[src/rtl/div_unit_pkg.sv]
// Shared divider definitions: FSM state encodings and handshake constants used by EX and div_unit.
package div_unit_pkg;

  typedef enum logic [1:0] {
    DivFree   = 2'b00,
    DivByZero = 2'b01,
    DivOn     = 2'b10,
    DivEnd    = 2'b11
  } div_state_e;

  localparam logic DivResultReady    = 1'b1;
  localparam logic DivResultNotReady = 1'b0;
  localparam logic DivStart          = 1'b1;
  localparam logic DivStop           = 1'b0;

  localparam logic [31:0] ZeroWord = 32'h0000_0000;

endpackage

[src/rtl/div_unit.sv]
// Multi-cycle restoring divider for DIV/DIVU: one quotient bit per cycle, sign fix-up on completion.
module div_unit
  import div_unit_pkg::*;
#(
  parameter int unsigned DATA_W = 32
) (
  input  logic                  clk,
  input  logic                  rst,
  input  logic                  signed_div_i,
  input  logic [DATA_W-1:0]     opdata1_i,
  input  logic [DATA_W-1:0]     opdata2_i,
  input  logic                  start_i,
  input  logic                  annul_i,
  output logic [2*DATA_W-1:0]   result_o,
  output logic                  ready_o
);

  localparam int unsigned CntW = $clog2(DATA_W) + 1;
  localparam logic [CntW-1:0] LastIter = CntW'(DATA_W - 1);

  div_state_e          state_q;
  logic [CntW-1:0]     cnt_q;
  logic [DATA_W-1:0]   dvd_q;      // dividend shifting out, quotient shifting in
  logic [DATA_W-1:0]   rem_q;
  logic [DATA_W-1:0]   dsr_q;
  logic                neg_quo_q;
  logic                neg_rem_q;
  logic [2*DATA_W-1:0] res_q;

  logic [DATA_W:0]     trial_diff;
  logic                q_bit;
  logic [DATA_W-1:0]   rem_nxt;
  logic [DATA_W-1:0]   quo_nxt;
  logic [DATA_W-1:0]   rem_fix;
  logic [DATA_W-1:0]   quo_fix;

  // The shifted remainder is always below 2*divisor, so bit DATA_W is the borrow.
  assign trial_diff = {rem_q, dvd_q[DATA_W-1]} - {1'b0, dsr_q};

  always_comb begin
    q_bit   = ~trial_diff[DATA_W];
    rem_nxt = q_bit ? trial_diff[DATA_W-1:0] : {rem_q[DATA_W-2:0], dvd_q[DATA_W-1]};
    quo_nxt = {dvd_q[DATA_W-2:0], q_bit};
    quo_fix = neg_quo_q ? -quo_nxt : quo_nxt;
    rem_fix = neg_rem_q ? -rem_nxt : rem_nxt;
  end

  always_ff @(posedge clk or negedge rst) begin
    if (!rst) begin
      state_q   <= DivFree;
      cnt_q     <= '0;
      dvd_q     <= '0;
      rem_q     <= '0;
      dsr_q     <= '0;
      neg_quo_q <= 1'b0;
      neg_rem_q <= 1'b0;
      res_q     <= '0;
      result_o  <= '0;
      ready_o   <= DivResultNotReady;
    end else begin
      unique case (state_q)
        DivFree: begin
          ready_o  <= DivResultNotReady;
          result_o <= '0;
          if (start_i == DivStart && !annul_i) begin
            if (opdata2_i == '0) begin
              state_q <= DivByZero;
            end else begin
              state_q   <= DivOn;
              cnt_q     <= '0;
              rem_q     <= '0;
              dvd_q     <= (signed_div_i && opdata1_i[DATA_W-1]) ? -opdata1_i : opdata1_i;
              dsr_q     <= (signed_div_i && opdata2_i[DATA_W-1]) ? -opdata2_i : opdata2_i;
              neg_quo_q <= signed_div_i && (opdata1_i[DATA_W-1] ^ opdata2_i[DATA_W-1]);
              neg_rem_q <= signed_div_i && opdata1_i[DATA_W-1];
            end
          end
        end
        DivByZero: begin
          if (annul_i) begin
            state_q <= DivFree;
          end else begin
            res_q   <= '0;
            state_q <= DivEnd;
          end
        end
        DivOn: begin
          if (annul_i) begin
            state_q <= DivFree;
          end else begin
            rem_q <= rem_nxt;
            dvd_q <= quo_nxt;
            cnt_q <= cnt_q + 1'b1;
            if (cnt_q == LastIter) begin
              res_q   <= {rem_fix, quo_fix};
              state_q <= DivEnd;
            end
          end
        end
        DivEnd: begin
          if (start_i == DivStart) begin
            result_o <= res_q;
            ready_o  <= DivResultReady;
          end else begin
            result_o <= '0;
            ready_o  <= DivResultNotReady;
            state_q  <= DivFree;
          end
        end
        default: state_q <= DivFree;
      endcase
    end
  end

endmodule

[config.mk]
export PLATFORM = sky130hd
export DESIGN_NAME = div_unit
export DESIGN_NICKNAME = d
export VERILOG_FILES = /design/src/rtl/div_unit_pkg.sv /design/src/rtl/div_unit.sv
export SDC_FILE = /design/constraint.sdc
export NUM_CORES = 1
export LEC_CHECK = 0
export CORE_MARGIN = 2
export CORE_UTILIZATION = 59
export CTS_CLUSTER_DIAMETER = 30
export CTS_CLUSTER_SIZE = 20
export DETAILED_ROUTE_END_ITERATION = 10
export PLACE_DENSITY = 0.82
export SYNTH_ARGS = -nofsm -noshare
export SYNTH_HDL_FRONTEND = slang
export SYNTH_SLANG_ARGS = --single-unit
[constraint.sdc]
create_clock -name clk -period 6.1 [get_ports clk]
set_input_delay 1.525 -clock clk [delete_from_list [all_inputs] [get_ports clk]]
set_output_delay 1.525 -clock clk [all_outputs]
set_load 0.005 [all_outputs]
# --- Word-level counts from Yosys, hierarchy flattened ---
# Index checks and enable logic that the tools add are counted.
classes:
  addsub: 6
  n_eq_ne: 11
  mux: 32
  bitwise: 3
  reduce_logical: 14
op_table:
  columns: ["operator", "count"]
  rows:
  - ["$mux 32", 11]
  - ["$mux 64", 4]
  - ["$pmux 64 s2", 2]
  - ["$neg 32->32", 4]
  - ["$pmux 32 s2", 2]
  - ["$sub 33x32->33", 1]
  - ["$logic_not 32->1", 1]
  - ["$mux 6", 3]
  - ["$mux 2", 6]
  - ["$ne 2x2->1 const B", 6]
  - ["$pmux 6 s2", 1]
  - ["$pmux 2 s4", 1]
  - ["$reduce_and 4->1", 2]
  - ["$add 6x1->6 const B", 1]
  - ["$eq 6x5->1 const B", 1]
  - ["$reduce_and 3->1", 2]
  - ["$reduce_bool 2->1", 3]
  - ["$eq 2x2->1 const B", 2]
  - ["$logic_and 1x1->1", 4]
  - ["$ne 3x3->1 const B", 1]
  - ["$eq 2x1->1 const B", 1]
  - ["$logic_not 2->1", 1]
  - ["$not 1->1", 2]
  - ["$pmux 1 s2", 1]
  - ["other kinds (3)", 3]
word_totals:
  reg_bits: 235
  input_bits: 69
  out_inout_bits: 65
  word_cells: 76

# --- Depth between registers and ports, before layout ---
depth:
  depth_word: 7
  depth_mapped: 24
  ltp_nobuf: 20

# --- Worst setup path before layout ---
# OpenSTA, ideal clock, no wires.
synth_path:
  kind: "flip-flop to flip-flop"
  startpoint: "register dvd_q[31]"
  endpoint: "register res_q[30]"
  setup_ns: 0.133
  arrival_ns: 5.178
  required_ns: 5.967
  path_slack_ns: 0.788
  path_stages_with_launch: 24
  n_path_buf: 3
  synth_period_minus_slack_ns: 5.312
  cell_sequence: "dfrtp_1 -> inv_1 -> ha_1 -> fa_1 -> nor2b_1 -> o31a_1 -> o211a_1 -> o211ai_2 -> a31oi_2 -> nor2_4 -> inv_2 -> buf_2 -> clkbuf_1 -> clkbuf_1 -> ha_1 -> nand2_1 -> or3_1 -> or4_1 -> inv_1 -> nand2_1 -> or4_1 -> o31ai_1 -> xor2_1 -> o21ai_0"
synth_via:
  elab_chain_len: 7
synth_lines:
  columns: ["item", "line_no", "rtl"]
  rows:
  - ["from (decl)", "div_unit.sv:23", "logic [DATA_W-1:0] dvd_q;"]
  - ["from (signal assigned)", "div_unit.sv:72", "dvd_q <= (signed_div_i && opdata1_i[DATA_W-1]) ? -opdata1_i : opdata1_i;"]
  - ["from (signal assigned)", "div_unit.sv:92", "dvd_q <= quo_nxt;"]
  - ["$sub 33x32->33", "div_unit.sv:38", "assign trial_diff = {rem_q, dvd_q[DATA_W-1]} - {1'b0, dsr_q};"]
  - ["$not 1->1", "div_unit.sv:41", "q_bit = ~trial_diff[DATA_W];"]
  - ["$neg 32->32", "div_unit.sv:44", "quo_fix = neg_quo_q ? -quo_nxt : quo_nxt;"]
  - ["$mux 32", "div_unit.sv:44", null]
  - ["$mux 64", "div_unit.sv:94", "if (cnt_q == LastIter) begin"]
  - ["$mux 64", "div_unit.sv:88", "if (annul_i) begin"]
  - ["$pmux 64 s2", "div_unit.sv:61", "unique case (state_q)"]
  - ["to (signal assigned)", "div_unit.sv:95", "res_q <= {rem_fix, quo_fix};"]
  - ["to (decl)", "div_unit.sv:28", "logic [2*DATA_W-1:0] res_q;"]
# No other way between the ends. The select of a mux whose other input is x is not followed.
# A chain may end at the register's enable or synchronous reset.

# --- Final worst setup path ---
# Ends and elaborated chain as after synthesis.

==> summary.txt <==
Outcome
  – Status: completed

Global route
  – Vias in the first global route: approximately 12000
  – Gr usage total: 0.304
  – Gr ovfl total: 0
  – Global-route wire length before repair: roughly 64 mm
  – Initial antenna violation count: 0
  – Largest net degree at the start of global routing: between 100 and 150

Power and ir drop
  – Seq pwr share: 0.218
  – Net Switching: a little over 5 mW
  – Pwr dens: 611 nW/um^2
  – Leakage: 7.56 nW
  – Cell-internal power: ~5.5 mW
  – Worst VDD drop: 416 uV
  – Clock group share of total power: 0.212
  – Sw frac: 0.484
  – Logic pwr share: 0.569

Drt
  – Top Metal Used: met4
  – Via count: 13000
  – DRC: 0
  – Routed len/inst: 18.5 microns
  – Via density: 6.15
  – Met2 Routed Length: 17.1 mm
  – DR pass1 iterations: 5
  – Total Wirelength: 38.9 mm
  – WL met3: 3.10 mm
  – Post-DRT Antenna Nets: 0
  – Met1 WL: 18.0 mm
  – Iter 0 DRT Violations: 1381

Clocking
  – Postcts setup bufs: 0
  – Clk sinks: roughly 240
  – CTS HTree Levels: 2
  – Clock root cell: clkbuf_16
  – Worst skew pair latency: 0.52 ns
  – Clk slew on worst S/H paths: ~0.05 ns
  – Hold Buf Count CTS: 0
  – Num CTS Buffers: 40
  – CTS tree: done
  – Post-CTS sizing: 0
  – CTS Buffer Depth: 3

Die
  – Num rows: 57
  – Initial Utilization: 0.600
  – Core area: about 24000 sq um
  – Die Ht: 161 microns
  – # IOs: about 130
  – Chip Width: 161 microns
  – DIE AREA: 25900 sq um

Timing
  – Period utilization: 0.886
  – Count of final setup violators: 0
  – Fin. max-slew vios: 0
  – Worst-Margin Slew: 1.20 ns
  – RSZ-0062 raised after global routing: no
  – Clock skew: 0.0149 ns
  – Tmin final: 5.40 ns
  – Setup TNS: 0 ns
  – Fmax: 185 MHz
  – Hold Vio Cnt, Final: 0
  – Slew headroom: 0.197

Worst setup path
  – Slowest CP cell: or4_1
  – Crit-path cells: inv_1 > ha_1 > fa_1 > nor2b_1 > o31a_1 > o211a_1 > o211ai_2 > a31oi_2 > nor2_4 > inv_2 > ha_1 > nand2_1 > or3_1 > or4_1 > inv_1 > nand2_1 > or4_1 > o31ai_1 > xor2_1 > o21ai_0
  – Slowest stage delay, CP: 0.55 ns
  – Critical Path Start Type: register
  – Crit Path Max Fanout: 22
  – Crit path kind: register to register
  – CP Data Arrival Time: 5.80 ns
  – Req. time, crit path: around 6.5 ns
  – CP endpoint kind: register

Synth
  – Syn Area/Cell: approximately 8.7 sq um
  – Synth async-reset ratio: 1.00
  – Top_reg_cell synth: dfrtp_1
  – Synth cell types: 76
  – Synth Register Bits: 235
  – Synth warn: 0
  – Post-synth EDFFs: 0
  – Mapped cell area: 14600 sq um
  – Register area share after synthesis: 0.404
  – Syn nets: between 1500 and 2000
  – Cells after Synth: 1667

Run
  – Max Cap Violations: 0

Finish
  – Area Growth Syn to Fin: 19.3%
  – Nets: 1866
  – Register area: approximately 5900 sq um
  – Layout Utilization: 0.716
  – Fill cells: 1794
  – Diode count: 0
  – Share of cells above drive strength 1: 0.0689
  – Footprint of the multi-input gates: 8060 sq um

Min path
  – Tightest Hold Check Type: register to register

Place
  – DP HPWL: 27.3 mm
  – Gpl congestion: 0.931
  – IO Port Bufs: between 100 and 150
-- placed cells by master (no fill, tap or decap), types with 39 or more instances in the layout --
cell / count
clkdlybuf4s50_1: 132
o21ai_0: 190
a21oi_1: 113
ha_1: 39
clkbuf_16: 40
xor2_1: 74
nand2_1: 230
nor2_1: 116
a22o_1: 103
inv_1: 56
dfrtp_1: 235
xnor2_1: 60
-- worst paths after layout --
check                                       from                     to  slack, ns  depth (start not counted)
max reg2reg                dvd_q[31]$_DFFE_PN0P_  res_q[30]$_DFFE_PN0P_       0.70                         20
min in group asynchronous                    rst   dvd_q[7]$_DFFE_PN0P_       1.06                          1
max                        dvd_q[31]$_DFFE_PN0P_  res_q[30]$_DFFE_PN0P_       0.70                         20
min reg2reg                res_q[33]$_DFFE_PN0P_  res_q[33]$_DFFE_PN0P_       0.47                          2
max in group asynchronous                    rst  res_q[28]$_DFFE_PN0P_       3.89                          2
min                        res_q[33]$_DFFE_PN0P_  res_q[33]$_DFFE_PN0P_       0.47                          2
-- cells in the mapped netlist (all sizes together), types with 8 or more instances --
cell type / count / area, sq um
a21oi: 113 / 566
a22o: 103 / 902
a31oi: 10 / 68.8
and2: 12 / 75.1
buf: 28 / 155
clkbuf: 72 / 272
dfrtp: 235 / 5880
ha: 41 / 513
inv: 58 / 218
mux2i: 27 / 270
nand2: 230 / 863
nand2b: 8 / 50.1
nand3: 17 / 85.1
nand4: 12 / 90.1
nor2: 118 / 450
nor2b: 9 / 56.3
nor3: 26 / 130
nor4: 21 / 131
o21a: 12 / 90.1
o21ai: 202 / 1010
o31a: 8 / 70.1
o31ai: 23 / 178
o41ai: 12 / 146
or2: 13 / 81.3
or3: 23 / 159
or4: 8 / 60.1
xnor2: 60 / 526
xor2: 74 / 648
-- metrics by stage --
stage               setup slack [ns]  hold WS [ns]  instance area, sq um  power (mW)  instances
floorplan                      0.788         0.450                 14600        6.73       1667
global placement                1.03         0.461                 16000        8.01       2037
detailed placement             0.852         0.470                 16000        8.13       2037
CTS                            0.764         0.481                 17400        10.4       2110
global route                   0.382         0.498                 17400        11.3       2110
finish                         0.695         0.475                 17400        10.6       2110
-- layout make-up --
class,count,area share
multi-input cells,1274,0.464
flip-flops and latches,235,0.339
repair buffers,146,0.0833
clock buffers,48,0.0611
well taps,324,0.0233
clock inverters,25,0.0171
inverters,58,0.0125
-- flip-flops by register name (all words and copies together), names as in the netlist --
signal / count
state_q: 2
dvd_q: 32
rem_q: 32
ready_o: 1
neg_rem_q: 1
cnt_q: 6
res_q: 64
dsr_q: 32
neg_quo_q: 1
result_o: 64
-- power by group through the flow --
stage / clock (mW) / sequential (mW) / combinational, mW
2_1_floorplan: 0 / 2.12 / 4.62
3_3_place_gp: 0 / 2.29 / 5.72
3_5_place_dp: 0 / 2.31 / 5.82
4_1_cts: 2.27 / 2.29 / 5.89
5_1_grt: 2.35 / 2.34 / 6.62
6_report: 2.25 / 2.32 / 6.04
-- layer usage --
| metal | up-vias | track usage |
|---|---|---|
| li1 | 6172 | - |
| met1 | 6204 | 0.458 |
| met2 | 528 | 0.461 |
| met3 | 71 | 0.0508 |
| met4 | 0 | 0.0735 |
| met5 | - | 0 |
-- worst max-delay path: cells and delay by family, from the launching register on --
kind	cells	cell delay, ns
compound gates	6	1.40
xor+xnor	1	0.16
fa+ha+maj	3	0.92
buf+inv	3	0.53
flops	1	0.36
simple gates	7	1.92
-- logic make-up (layout without fill, tap and decap cells) --
family                     count (synthesis)  count (layout)  share of synthesized area
muxes                                     31              31                     0.0217
adders and majority gates                 42              42                     0.0366
DFF                                      235             235                      0.404
buffers and inverters                    158             277                     0.0443
and+or+nand+nor                          525             525                      0.169
AOI/OAI and AO/OA                        542             542                      0.244
xor gates and xnor gates                 134             134                     0.0806
No activity file was read; power rests on OpenSTA's default activity.
